===== config.mk =====
export PLATFORM = sky130hd
export DESIGN_NAME = tff_updown_counter_n
export DESIGN_NICKNAME = d
export VERILOG_FILES = /design/src/rtl/tff_counter_pkg.sv /design/src/rtl/tff_cell.sv /design/src/rtl/tff_updown_counter_n.sv
export SDC_FILE = /design/constraint.sdc
export NUM_CORES = 1
export LEC_CHECK = 0
export ABC_AREA = 1
export CAP_MARGIN = 20
export CORE_AREA = 2 2 39 41
export CTS_BUF_LIST = sky130_fd_sc_hd__clkbuf_4 sky130_fd_sc_hd__clkbuf_8
export DETAILED_ROUTE_END_ITERATION = 12
export DIE_AREA = 0 0 41 43
export DONT_BUFFER_PORTS = 1
export SLEW_MARGIN = 20
export SYNTH_ARGS = -nofsm -noshare
export SYNTH_HDL_FRONTEND = slang
export SYNTH_HIERARCHICAL = 1
export SYNTH_SLANG_ARGS = --single-unit

===== constraint.sdc =====
create_clock -name clk -period 2.3 [get_ports clk]
set_clock_uncertainty 0.15 [all_clocks]
set_input_delay 0.345 -clock clk [delete_from_list [all_inputs] [get_ports clk]]
set_output_delay 0.345 -clock clk [all_outputs]
set_load 0.01 [all_outputs]

===== src/rtl/tff_counter_pkg.sv =====
// tff_counter_pkg: shared constants and load clamp for the T-FF up/down counter
package tff_counter_pkg;
  localparam logic DIR_UP = 1'b0;
  localparam logic DIR_DOWN = 1'b1;
  localparam logic MODE_WRAP = 1'b0;
  localparam logic MODE_SAT = 1'b1;
  function automatic logic [31:0] clamp_load(input logic [31:0] d, input int unsigned modulus);
    return (d >= modulus) ? modulus - 1 : d;
  endfunction
endpackage


===== src/rtl/tff_cell.sv =====
// tff_cell: 1-bit T flip-flop with synchronous active-high reset
module tff_cell (
  input  logic clk,
  input  logic reset,
  input  logic t,
  output logic q
);
  always_ff @(posedge clk)
    if (reset) q <= 1'b0;
    else q <= q ^ t;
endmodule


===== src/rtl/tff_updown_counter_n.sv =====
// tff_updown_counter_n: modulo-N up/down counter of T cells with load, saturate and cascade outputs
module tff_updown_counter_n
  import tff_counter_pkg::*;
#(
  parameter int WIDTH = 4,
  parameter int MODULUS = 2**WIDTH
) (
  input  logic             clk,
  input  logic             reset,
  input  logic             en,
  input  logic             m,
  input  logic             sat,
  input  logic             load,
  input  logic [WIDTH-1:0] d,
  output logic [WIDTH-1:0] q,
  output logic             tc,
  output logic             wrap,
  output logic             at_limit
);
  if (WIDTH < 2 || WIDTH > 16) begin : g_bad_width
    $error("tff_updown_counter_n: WIDTH out of range");
  end
  if (MODULUS < 2 || MODULUS > 2**WIDTH) begin : g_bad_modulus
    $error("tff_updown_counter_n: MODULUS out of range");
  end
  localparam logic [WIDTH-1:0] MAX = WIDTH'(MODULUS - 1);
  logic [WIDTH-1:0] d_cl, cnt_next, next_q, t;
  logic at_max, at_zero, oob, at_end, cnt_ok;
  always_comb begin
    d_cl = WIDTH'(clamp_load(32'(d), MODULUS));
    at_max = q == MAX;
    at_zero = q == '0;
    oob = q > MAX;
    at_end = (m == DIR_DOWN) ? at_zero : at_max;
    // a forced out-of-range value recovers to 0 regardless of direction
    cnt_next = oob ? '0
             : at_end ? ((sat == MODE_SAT) ? q : ((m == DIR_DOWN) ? MAX : '0))
             : (m == DIR_DOWN) ? q - WIDTH'(1) : q + WIDTH'(1);
    next_q = reset ? '0 : load ? d_cl : en ? cnt_next : q;
    t = q ^ next_q;
    cnt_ok = !reset && !load && en && !oob && at_end;
    tc = !reset && en && at_end;
  end
  for (genvar i = 0; i < WIDTH; i++) begin : g_cell
    tff_cell u_cell (.clk(clk), .reset(reset), .t(t[i]), .q(q[i]));
  end
  always_ff @(posedge clk)
    if (reset) begin
      wrap <= 1'b0;
      at_limit <= 1'b0;
    end else begin
      wrap <= cnt_ok && sat == MODE_WRAP;
      at_limit <= cnt_ok && sat == MODE_SAT;
    end
endmodule


# --- Word-level counts from Yosys, hierarchy flattened ---
# Cells that the tools add are included.
classes:
  add_sub_neg: 2
  mul: 0
  div: 0
  n_lt_le_gt_ge: 1
  eq_ne: 1
  shifts: 0
  n_mux: 9
  bitwise: 6
  reduce_logical: 12
op_table:
  columns: ["cell", "count"]
  rows:
  - ["two-way mux 4 bit", 8]
  - ["logical AND 1 bit", 8]
  - ["adder 4 x 1 -> 4 bit (second input constant)", 1]
  - ["== test 4 bit (second input constant)", 1]
  - ["greater-than comparator 4 bit (second input constant)", 1]
  - ["logical NOT 4 bit", 1]
  - ["subtractor 4 x 1 -> 4 bit (second input constant)", 1]
  - ["XOR 1 bit", 4]
  - ["XOR 4 bit", 1]
  - ["logical NOT 1 bit", 3]
  - ["two-way mux 1 bit", 1]
  - ["inverter 1 bit", 1]
totals:
  regBits: 6
  latchBits: 0
  ram_bits: 0
  romBits: 0
  word_cells: 37
  mem_count: 0

# --- Logic depth before layout (Yosys ltp) ---
# Gate-level depths: netlist of the first run.
depth:
  depth_word: 9
  depth_mapped: 15

# --- By module ---
# The synthesis of the first run kept the hierarchy.
by_module_without_submodules:
  columns: ["module", "n_inst", "cells_per_inst", "area_per_inst_um2", "seq_area_each_um2"]
  rows:
  - ["tff_updown_counter_n", 1, 93, 480.5, 40.0]
  - ["tff_cell", 4, 6, 38.8, 20.0]

# --- Least setup slack after synthesis of the first run ---
# Ideal clock, no wire load.
synth_path:
  kind: "reg-to-reg"
  from: "reg g_cell[2].u_cell.q"
  to: "reg g_cell[3].u_cell.q"
  setup_ns: 0.113
  arrival_time_ns: 1.581
  required_time_ns: 2.037
  path_slack_ns: 0.456
  path_stages_with_launch: 13
  n_path_buf: 0
  cell_sequence: "dfxtp_1 -> ha_1 -> or2_1 -> nand2_1 -> o21ai_0 -> nand3_1 -> nand2_1 -> nand2_1 -> nand2_1 -> nand2_1 -> nand2_1 -> nor2_1 -> nor2_1"
synth_between:
  elab_chain_len: 9
  word_cells_on_any_way: 14
  classes_between: "2 x add/sub; 1 x order compare; 1 x eq/ne; 7 x mux; 2 x bitwise; 1 x reduce/logical"
synth_rtl:
  columns: ["element", "line_no", "text"]
  rows:
  - ["start: declaration", "tff_cell.sv:6", "output logic q"]
  - ["start signal: assignment", "tff_cell.sv:10", "else q <= q ^ t;"]
  - ["adder 4 x 1 -> 4 bit (tied with other cells)", "tff_updown_counter_n.sv:38", ": (m == DIR_DOWN) ? q - WIDTH'(1) : q + WIDTH'(1);"]
  - ["two-way mux 4 bit / two-way mux 1 bit (equally long branches)", "tff_updown_counter_n.sv:38, tff_updown_counter_n.sv:34", null]
  - ["two-way mux 4 bit", "tff_updown_counter_n.sv:37", ": at_end ? ((sat == MODE_SAT) ? q : ((m == DIR_DOWN) ? MAX : '0))"]
  - ["two-way mux 4 bit *", "tff_updown_counter_n.sv:36", "cnt_next = oob ? '0"]
  - ["two-way mux 4 bit * (3 in series)", "tff_updown_counter_n.sv:39", "next_q = reset ? '0 : load ? d_cl : en ? cnt_next : q;"]
  - ["XOR 4 bit *", "tff_updown_counter_n.sv:40", "t = q ^ next_q;"]
  - ["net t[3]", "tff_updown_counter_n.sv:27", "logic [WIDTH-1:0] d_cl, cnt_next, next_q, t;"]
  - ["XOR 1 bit *", "tff_cell.sv:10", null]
  - ["end signal: assignment", "tff_cell.sv:10", null]
  - ["end: declaration", "tff_cell.sv:6", null]
# Mark *: on every way through the listed nets, which the timed path passes. The rest lies on a longest branch.
# A chain may end at the register's enable or synchronous reset.

# --- Final worst setup path of the first run ---
layout_path:
  from: "reg g_cell[3].u_cell.q"
  to: "out tc"
layout_between:
  elab_chain_len: 3
  word_cells_on_any_way: 4
  classes_between: "1 x eq/ne; 1 x mux; 2 x reduce/logical"
layout_rtl:
  columns: ["element", "line_no", "text"]
  rows:
  - ["== test 4 bit / logical NOT 4 bit (equally long branches)", "tff_updown_counter_n.sv:31, tff_updown_counter_n.sv:32", null]
  - ["two-way mux 1 bit *", "tff_updown_counter_n.sv:34", "at_end = (m == DIR_DOWN) ? at_zero : at_max;"]
  - ["logical AND 1 bit *", "tff_updown_counter_n.sv:42", "tc = !reset && en && at_end;"]
  - ["end: declaration", "tff_updown_counter_n.sv:16", "output logic tc,"]
# Mark *: on every way between the ends. The rest lies on a longest branch, timed or not.

==> flow_summary.yaml, run 1 <==
placed_design:
  globalplace.congestion: 0.8584
  dpl_cell_area_um2: 655.6
  portBuffers: 0
  pre_cts_ws_ns: 0.5004
  hpwlAfterDp_um: 1125
die:
  die_x_um: 41
  core_mm2: 0.001384
  die_h_um: 43
  initial_core_util_pct: 45.93
  ioPinCount: 17
  die_area_mm2: 0.001763
  num_rows: 14
timing:
  finalSetupViolCount: 0
  fin_crit_ns: 1.925
  drv_slew: 0
  fin_setup_tns_ns: 0
  maxSlewHeadroom_pct: 69.96
  max_slew.worst_pin.slew_ns: 0.4501
  fmax_mhz: 519.5
  rsz0062_at_grt: "no"
  setup_ws_ns: 0.3752
  timing.hold.ws_ns: 0.01629
  hold_viol_final: 0
  min_period_over_period_pct: 83.69
yosys:
  synth_edf_count: 0
  synth.most_common_cell: "nand2_1"
  synth_cells: 117
  syn_area_per_cell_um2: 5.433
  yosys-top-cells-area: "nand2_1 (24%), dfxtp_1 (19%), nor2_1 (16%), nand3_1 (8.7%), inv_1 (5.9%)"
  synthFlopType: "dfxtp_1"
  netlist_area_um2: 635.6
  syn_nets: 130
  synth-seq-area-share_pct: 18.90
  ys_async_sr_fraction_pct: 0
  yosys.cell_types.count: 19
  synth_top_area_cell: "nand2_1"
  netlist_top_cells_count: "nand2_1 (40), nor2_1 (27), nand3_1 (11), inv_1 (10), dfxtp_1 (6)"
  ys_ff_latch: 6
  yosys_warnings: 6
  synth_top_cell_area_share_pct: 23.62
critical_path:
  crit_arrival_ns: 1.43
  worst_path_max_delay_cell: "dfxtp_1"
  r2r_cells: 12
  cp_num_cells: 4
  crit_type: "register to output pin"
  crit_path_max_incr_delay_ns: 0.59
  critPathCaptureType: "output pin"
  required_ns: 1.80
  worstSetupStartpointType: "register"
  critPathBufInv: 0
  worst-path-max-fanout: 11
  crit_chain: "nand2_1 -> o21ai_1 -> nand2_2 -> nor3_2"
  crit_family: "flip-flops"
routing:
  wire_per_inst_um: 10.19
  drtIter0Drc: 10
  dr.pass1.iters: 4
  vias: 674
  via_per_inst: 4.920
  drc_errors: 0
  ant_nets: 0
  drt_wl_total_um: 1396
power:
  total_power_mw: 0.4873
  p_per_area_mw_per_mm2: 718.6
  p_leak_nw: 0.3597
  irDropWorstVdd_mv: 0.3192
layout:
  area_growth_pct: 6.693
  diodes: 0
  final_cell_area_um2: 678.2
  fillerInstances: 161
  seq_area_um2: 120.1
  multi_input_area_um2: 440.4
  layout.nets: 136
  drive_above_1_share_pct: 12.40
cts:
  cts_setup_buffers: 0
  cts_sinks: 6
  cts_tree: "built"
  cts-resized-gates: 0
  cts_buffer_depth: 2
  clk_latency_ns: 0.24
  clk_pin_slew_ns: 0.05
  cts_root_buffer: "clkbuf_4"
  postCtsHoldBufs: 0
  cts_buffers: 3
  cts-htree-levels: 1
flow_run:
  drv_cap: 0
worst_hold_path:
  holdCritPathClass: "primary input to register"
  min_delay_path_depth: 1
status:
  outcome: "completed"
global_route:
  grt_max_degree: 13
  grt_overflow_total: 0
  grt_pass1_vias: 563
  antenna_found_initial: 0
  track_usage_pct: 19.37
  grt_first_pass_wirelength_um: 2325
==> logic make-up (layout without fill, tap and decap cells) <==
| logic type | count (synthesis) | in the layout | synth area share [%] |
|---|---|---|---|
| buffers and inverters | 16 | 20 | 11.81 |
| XOR/XNOR | 1 | 1 | 1.378 |
| adder cells (fa/ha/maj) | 3 | 3 | 7.086 |
| AO/OA/AOI/OAI | 7 | 7 | 6.101 |
| flip-flops | 6 | 6 | 18.90 |
| AND/OR/NAND/NOR | 84 | 84 | 54.73 |
==> per-layer routing <==
| metal | global-route usage, % | routed length (um) | vias to the layer above |
|---|---|---|---|
| met5 | 0 | 0 | - |
| met4 | 12.00 | 33 | 0 |
| met3 | 2.094 | 37 | 4 |
| met2 | 28.44 | 624 | 10 |
| met1 | 25.82 | 701 | 290 |
| li1 | - | - | 370 |
==> registers in the layout (all words and copies together), names as in the netlist <==
register / cells
at_limit: 1
g_cell.u_cell/q: 4
wrap: 1
==> through the flow <==
stage	utilization, %	cells
2_1_floorplan	-	117
5_1_grt	49.01	137
4_1_cts	49.01	137
3_5_place_dp	47.38	134
6_report	49.01	137
3_3_place_gp	47.38	134
==> layout by cell type (no fill, tap or decap) <==
cell type / count
o21ai_1: 1
nand2_2: 2
nand2_1: 40
or2_1: 1
buf_4: 3
inv_1: 10
nor3_2: 1
a21oi_2: 1
clkbuf_4: 3
fa_1: 1
nand3_1: 11
o21ai_0: 1
nor2_1: 27
dfxtp_1: 6
or2_2: 1
a21oi_1: 4
nand4_1: 1
ha_1: 2
xnor2_1: 1
inv_2: 4
==> final cells by class <==
class | count | share of cell area (%)
timing repair buffer | 3 | 3.321
sequential | 6 | 17.71
inverter | 14 | 7.749
tap | 16 | 2.952
clock buffer | 3 | 3.321
multi-input combinational | 95 | 64.94
==> path summary, 6_finish.rpt <==
path                                    startpoint            endpoint  slack [ns]
worst max-delay path            g_cell[3].u_cell/q                  tc        0.38
worst min-delay path                           sat                wrap        0.02
worst max register to register  g_cell[2].u_cell/q  g_cell[3].u_cell/q        0.53
worst min register to register  g_cell[2].u_cell/q  g_cell[2].u_cell/q        0.51
==> power breakdown <==
group          internal (mW)  switching [mW]  total [mW]
Combinational         0.0974           0.145       0.243
Clock                 0.0592          0.0404      0.0996
Sequential             0.120          0.0247       0.145
Power figures use the tool's default switching activity.
==> run 2, diff against run 1 <==
==> constraint.sdc (replaced) <==
create_clock -name clk -period 2 [get_ports clk]
set_clock_uncertainty 0.15 [all_clocks]
set_input_delay 0.3 -clock clk [delete_from_list [all_inputs] [get_ports clk]]
set_output_delay 0.3 -clock clk [all_outputs]
set_load 0.01 [all_outputs]
==> run 2 against run 1 <==
Sequential power up 10%. Register-to-register slack worse by 0.29 ns. Hold slack worse by 0.0028 ns. Critical endpoint unchanged. Largest cell class unchanged. Largest power group unchanged.
==> flow_summary.yaml, run 2 (same netlist as run 1, synthesis figures left out) <==
layout:
  final_cells: 139
  final_cell_area_um2: 695.7
  largest_reg_flops: 4
  mostFrequentLayoutCells: "nand2_1 (40), nor2_1 (27), nand3_1 (11)"
  diodes: 0
  top_register: "g_cell.u_cell/q"
  final_common_cell: "nand2_1"
  layout.nets: 138
  area_growth_pct: 9.449
  drive_above_1_share_pct: 13.01
  largestRegisters: "g_cell.u_cell/q (4), at_limit (1), wrap (1)"
power:
  irDropWorstVdd_mv: 0.3810
  p_leak_nw: 0.3690
  p_per_area_mw_per_mm2: 822.4
global_route:
  grt_pass1_vias: 578
  grt_overflow_total: 0
  grt_first_pass_wirelength_um: 2359
  antenna_found_initial: 0
  grt_max_degree: 13
  track_usage_pct: 20.22
routing:
  wire_per_inst_um: 10.27
  drc_errors: 0
  ant_nets: 0
  via_per_inst: 4.993
  drtIter0Drc: 17
  vias: 694
  dr.pass1.iters: 4
  drt_wl_total_um: 1428
cts:
  cts_buffers: 3
  clk_latency_ns: 0.26
  cts_sinks: 6
  cts_buffer_depth: 2
  cts_setup_buffers: 0
  cts-htree-levels: 1
  cts_root_buffer: "clkbuf_4"
  clk_pin_slew_ns: 0.06
  cts_tree: "built"
die:
  die_h_um: 43
  die_area_mm2: 0.001763
  initial_core_util_pct: 45.93
  ioPinCount: 17
  num_rows: 14
  core_mm2: 0.001384
  die_x_um: 41
worst_hold_path:
  min_from: "sat"
  holdCritPathClass: "primary input to register"
  min_to: "at_limit"
  min_delay_path_depth: 2
critical_path:
  critPathCaptureType: "output pin"
  worstSetupStartpointType: "register"
  worst-path-max-fanout: 12
  r2r_cells: 12
  r2r-end: "g_cell[3].u_cell/q"
  crit_arrival_ns: 1.39
  reg2reg_from: "g_cell[2].u_cell/q"
  r2r_slack_ns: 0.24
  crit_type: "register to output pin"
  required_ns: 1.55
placed_design:
  pre_cts_ws_ns: 0.2534
  portBuffers: 0
  dp.cells: 135
  hpwlAfterDp_um: 1127
  dpl_cell_area_um2: 663.1
  globalplace.congestion: 0.8841
timing:
  drv_slew: 0
  max_slew.worst_pin.slew_ns: 0.2931
  min_period_over_period_pct: 92.16
  rsz0062_at_grt: "no"
  setup_ws_ns: 0.1568
  timing.hold.ws_ns: 0.01346
  fmax_mhz: 542.5
  hold_viol_final: 0
  fin_crit_ns: 1.843
  fin_setup_tns_ns: 0
  maxSlewHeadroom_pct: 80.35
  finalSetupViolCount: 0
status:
  outcome: "completed"
flow_run:
  drv_cap: 0
==> run 2: changes by cell type in the layout (fill, tap and decap cells not counted), sizes merged <==
cell,before,now
buf,3,4
dlygate4sd3,0,1
==> run 2: worst max path at each step <==
stage	start	end	slack (ns)
floorplan	g_cell[2].u_cell/q	g_cell[3].u_cell/q	0.16
global placement	m	g_cell[3].u_cell/q	0.27
detailed placement	m	g_cell[3].u_cell/q	0.25
CTS	g_cell[0].u_cell/q	tc	0.14
global route	g_cell[0].u_cell/q	tc	0.009
finish	g_cell[0].u_cell/q	tc	0.16
==> run 2: stage by stage <==
stage               power, mW  utilization [%]
floorplan              0.3998                -
global placement       0.4480            47.92
detailed placement     0.4498            47.92
CTS                    0.5773            50.27
global route           0.6239            50.27
finish                 0.5721            50.27
==> run 2: critical path: stages (launching register included) <==
cell	delay, ns
dfxtp_1	0.36
buf_4	0.20
nand2_1	0.07
o21ai_1	0.15
nand2_2	0.10
nor3_2	0.25
==> run 2: what timing repair did <==
item / 4_1_cts / 5_1_grt
endpoints found under the setup margin: 0 / 0
hold buffers: 1 / 0
resized for setup: 0 / 0
hold endpoints to repair: 1 / 0
==> run 2: area by class of cell <==
class	instances	area, um^2
clock buffers	3	22.52
inverters	14	52.55
fillers	152	688.2
multi-input cells	95	440.4
flip-flops and latches	6	120.1
well taps	16	20.02
repair buffers	5	40.04
==> run 2: where the power goes <==
group	total [mW]	switching (mW)	internal [mW]
Clock	0.123	0.0547	0.0686
Sequential	0.160	0.0223	0.138
Combinational	0.288	0.171	0.118
==> run 2: per-layer routing <==
layer / vias up / part of all wire [%] / global-route usage [%]
met5: - / 0 / 0
met4: 0 / 2.5 / 12.00
met3: 6 / 7.9 / 5.759
met2: 20 / 45 / 29.38
met1: 293 / 45 / 25.24
li1: 375 / - / -
